<file path="config.mk">
export PLATFORM = sky130hd
export DESIGN_NAME = mux_bist_ctrl
export DESIGN_NICKNAME = d
export VERILOG_FILES = /design/src/rtl/mux_bist_ctrl.sv
export SDC_FILE = /design/constraint.sdc
export NUM_CORES = 1
export LEC_CHECK = 0
export BUFFER_PORTS_ARGS = -buffer_cell sky130_fd_sc_hd__buf_2
export CAP_MARGIN = 15
export CORE_MARGIN = 1.5
export CORE_UTILIZATION = 48
export DETAILED_ROUTE_END_ITERATION = 12
export GPL_ROUTABILITY_DRIVEN = 0
export PLACE_DENSITY_LB_ADDON = 0.25
export SYNTH_ARGS = -nofsm -noshare
export SYNTH_HDL_FRONTEND = slang
export SYNTH_SLANG_ARGS = --single-unit
</file>
<file path="constraint.sdc">
create_clock -name clk -period 2.1 [get_ports clk]
set_clock_uncertainty 0.2 [all_clocks]
set_input_delay 0.105 -clock clk [delete_from_list [all_inputs] [get_ports clk]]
set_output_delay 0.105 -clock clk [all_outputs]
set_load 0.02 [all_outputs]
</file>
<file path="src/rtl/mux_bist_ctrl.sv">
// mux_bist_ctrl: BIST sequencer that walks all 64 vectors of a 4:1 mux and scores its response
module mux_bist_ctrl (
  input  logic       clk,
  input  logic       rst_n,
  input  logic       start,
  input  logic       abort,
  input  logic       mux_out,
  output logic       a,
  output logic       b,
  output logic       c,
  output logic       d,
  output logic [1:0] sel,
  output logic       busy,
  output logic       done,
  output logic       fault,
  output logic [6:0] fail_count,
  output logic [5:0] first_fail_vec,
  output logic       first_fail_valid
);
  typedef enum logic [1:0] {IDLE, APPLY, CHECK, DONE} state_t;
  state_t state, state_nx;
  logic [5:0] vec;
  logic [3:0] data;
  logic go, miss, last;
  assign {sel, d, c, b, a} = vec;
  assign data = vec[3:0];
  assign miss = mux_out !== data[vec[5:4]];
  assign last = vec == 6'd63;
  assign go = !abort && start && (state == IDLE || state == DONE);
  assign busy = state == APPLY || state == CHECK;
  assign done = state == DONE;
  always_comb begin
    state_nx = state;
    state_nx = (abort && state != IDLE) ? IDLE :
               go                       ? APPLY :
               state == APPLY           ? CHECK :
               state == CHECK           ? (last ? DONE : APPLY) : state;
  end
  always_ff @(posedge clk or negedge rst_n)
    if (!rst_n) state <= IDLE;
    else state <= state_nx;
  always_ff @(posedge clk or negedge rst_n)
    if (!rst_n) vec <= '0;
    else if (abort || go) vec <= '0;
    else if (state == CHECK && !last) vec <= vec + 6'd1;
  always_ff @(posedge clk or negedge rst_n)
    if (!rst_n) begin
      fault <= 1'b0;
      fail_count <= '0;
      first_fail_vec <= '0;
      first_fail_valid <= 1'b0;
    end else if (go) begin
      fault <= 1'b0;
      fail_count <= '0;
      first_fail_valid <= 1'b0;
    end else if (state == CHECK && !abort && miss) begin
      fault <= 1'b1;
      fail_count <= fail_count + 7'd1;
      first_fail_vec <= first_fail_valid ? first_fail_vec : vec;
      first_fail_valid <= 1'b1;
    end
endmodule

</file>
==> reports/metrics.yaml <==
cts:
  cts-root-buf: "clkbuf_4"
  cts_tree: "built"
  insertion_delay_ps: 310
  clock-sinks: 22
  cts_buffers: 3
  clkSlewWorstSetupHoldPaths_ps: 130
  ctsHtreeMaxLevel: 1
  cts_max_path_buffers: 2
global_route:
  grt_pass1_wl_um: 4210
  grt_pass1_vias: 942
  antenna_found_initial: 0
  gr-total-overflow: 0
  grt_max_degree: 23
  grt_usage_pct: 19.7
timing:
  slew_violations: 0
  worst_pin_slew_ps: 504
  fmax_mhz: 491
  relSlewSlack_pct: 66.4
  fin_crit_sh_pct: 96.9
  rsz0062_at_grt: "yes"
  hold_viol_final: 0
  hold_slack_ps: 68.9
  fin_ws_ps: 65.0
  setup_viol: 0
  post-route-min-period_ps: 2040
cells_and_area:
  mostFrequentLayoutCells: "27 x buf_2, 21 x dfrtp_1, 13 x buf_4"
  final_core_util_pct: 63.0
  drive_gt1_share_pct: 38.5
  layout-area-overhead-vs-synth_pct: 24.2
  multiInputGateArea_um2: 674
  layout.nets: 173
  layout_commonest_cell: "buf_2"
  diodes: 0
  register_area_um2: 552
  fillers: 218
synthesis:
  synth_edf_count: 0
  synth_cell_types: 37
  yosys-top-cells-area: "dfrtp_1 43%, ha_1 5.9%, mux2_2 5.3%"
  syn-cell-area_um2: 1270
  syn_nets: 132
  ys_ff_latch: 22
  syn_avg_cell_area_um2: 10.5
  async_flop_share_pct: 100
  synth_ff_type: "dfrtp_1"
  synthCells: 121
  yosysSeqAreaShare_pct: 43.4
  synth_top_cell_by_area: "dfrtp_1"
  yosysTopAreaCellShare_pct: 43.4
  ys_warn_count: 0
setup_path:
  cp_slowest_stage_delay_ps: 420
  rr_startpoint: "state[0]"
  regToRegEndpoint: "first_fail_vec[1]"
  path_cells: "inv_2 -> ha_1 -> or3b_1 -> mux2i_2 -> o21ai_2 -> buf_4 -> mux2_2"
  path_delay_family: "multiplexers"
  cp.arrival_ps: 2030
  critical_path_peak_fanout: 6
  cp-endpoint: "first_fail_vec[1]"
  path_buf_inv: 2
  crit_path_start_kind: "register"
  worst-path-stages: 7
  r2r_slack_ps: 60
  reg2regPathDepth: 7
  worstSetupStartpoint: "state[0]"
  worstSetupPathType: "register to register"
  required_ps: 2100
  critPathSlowestCell: "dfrtp_1"
  endpoint_kind: "register"
power:
  p_sw_share_pct: 39.5
  p_int_mw: 0.860
  p_clk_share_pct: 16.9
  power_switching_mw: 0.560
  p_comb_share_pct: 45.9
  p_leak_nw: 0.793
  p_seq_share_pct: 37.2
  ir_drop_v: 0.000682
  p_per_area_nw_per_um2: 902
drt:
  ant_nets: 0
  wl_per_cell_um: 14.7
  first_pass_iters: 4
  drc: 0
  first_iter_violations: 7
  totalWireLength_um: 2810
  drt-vias-per-instance: 5.52
  vias: 1054
hold_path:
  hp-class: "input port to register"
placement:
  dpl.hpwl_um: 2010
  portBuffers: 27
  place_ws_ps: 82.6
floorplanning:
  initial_core_util_pct: 50.8
  std_cell_rows: 18
  die_area_um2: 2960
  die_y_um: 54.4
  die_w_um: 54.4
  pin_count: 28
  core_area_um2: 2500
run:
  drv_cap: 0
run_status:
  status: "finished clean"
-- per-stage QoR --
step	power (mW)	std cells	setup TNS, ps	cell area, µm²
2_1_floorplan	0.944	121	0	1270
3_3_place_gp	1.13	183	0	1490
3_5_place_dp	1.16	183	0	1490
4_1_cts	1.40	189	0	1540
5_1_grt	1.50	191	-61.1	1580
6_report	1.42	191	0	1580
-- worst register-to-register path, stage by stage, from the launching register on --
cell     delay, ps
dfrtp_1        420
inv_2           80
ha_1           150
or3b_1         370
mux2i_2        200
o21ai_2         70
buf_4          160
mux2_2         270
-- area by class of cell --
cell class                      count  area share, %
Clock buffer                        4           2.30
Inverter                            6           1.43
Multi-Input combinational cell     87           42.8
Sequential cell                    22           35.0
Tap cell                           30           2.38
Timing Repair Buffer               42           16.0
-- cells by family after synthesis --
| family | share of synthesized area (%) |
|---|---|
| AOI/OAI and AO/OA | 13.4 |
| and+or+nand+nor | 15.9 |
| buffers and inverters | 4.64 |
| DFF | 43.4 |
| adders and majority gates | 5.92 |
| muxes | 11.8 |
| xor gates and xnor gates | 4.93 |
-- metal layers --
layer	track usage [%]	vias up	part of all wire, %
met4	3.75	0	0.57
met1	27.5	514	46
met3	2.46	2	3.4
met5	0	-	0
li1	-	519	-
met2	32.7	19	50
-- power by group through the flow --
| stage | logic, mW | registers [mW] | clock network, mW |
|---|---|---|---|
| floorplan | 0.370 | 0.574 | 0 |
| global placement | 0.603 | 0.527 | 0 |
| detailed placement | 0.626 | 0.532 | 0 |
| CTS | 0.632 | 0.523 | 0.241 |
| global route | 0.709 | 0.536 | 0.260 |
| finish | 0.652 | 0.528 | 0.240 |
-- sequential cells by signal, indices dropped and copies added, names as in the netlist --
name and count:
fail_count 7, vec 6, first_fail_valid 1, first_fail_vec 6, state 2
-- worst min path at each step --
stage	from	endpoint	slack [ps]	cells past startpoint
3_3_place_gp	rst_n	fail_count[5]	-110	1
4_1_cts	mux_out	fail_count[5]	60	3
3_5_place_dp	rst_n	fail_count[5]	-100	1
2_1_floorplan	rst_n	fail_count[0]	-390	0
5_1_grt	mux_out	fail_count[5]	90	3
6_report	mux_out	fail_count[5]	70	3
-- repair_timing --
| action | in CTS | in global routing |
|---|---|---|
| endpoints found under the setup margin | 0 | 11 |
| gates resized for setup | 0 | 6 |
| hold buffers | 2 | 0 |
| setup buffers | 0 | 2 |
| hold endpoints to repair | 24 | 0 |
-- synthesized netlist by cell type, types with 2 or more instances --
| cell type | count |
|---|---|
| mux2i_1 | 6 |
| nand3_1 | 2 |
| nor3_1 | 2 |
| o21ai_0 | 6 |
| and2_1 | 2 |
| inv_1 | 6 |
| dfrtp_1 | 22 |
| xor2_1 | 4 |
| a21oi_1 | 7 |
| clkbuf_1 | 2 |
| or2_2 | 3 |
| or3_1 | 5 |
| o211ai_1 | 4 |
| ha_1 | 6 |
| nand3b_1 | 3 |
| nand2_1 | 7 |
| mux2_2 | 6 |
| nand4_1 | 2 |
| buf_2 | 2 |
| nor2_1 | 7 |
Power figures use the tool's default switching activity.
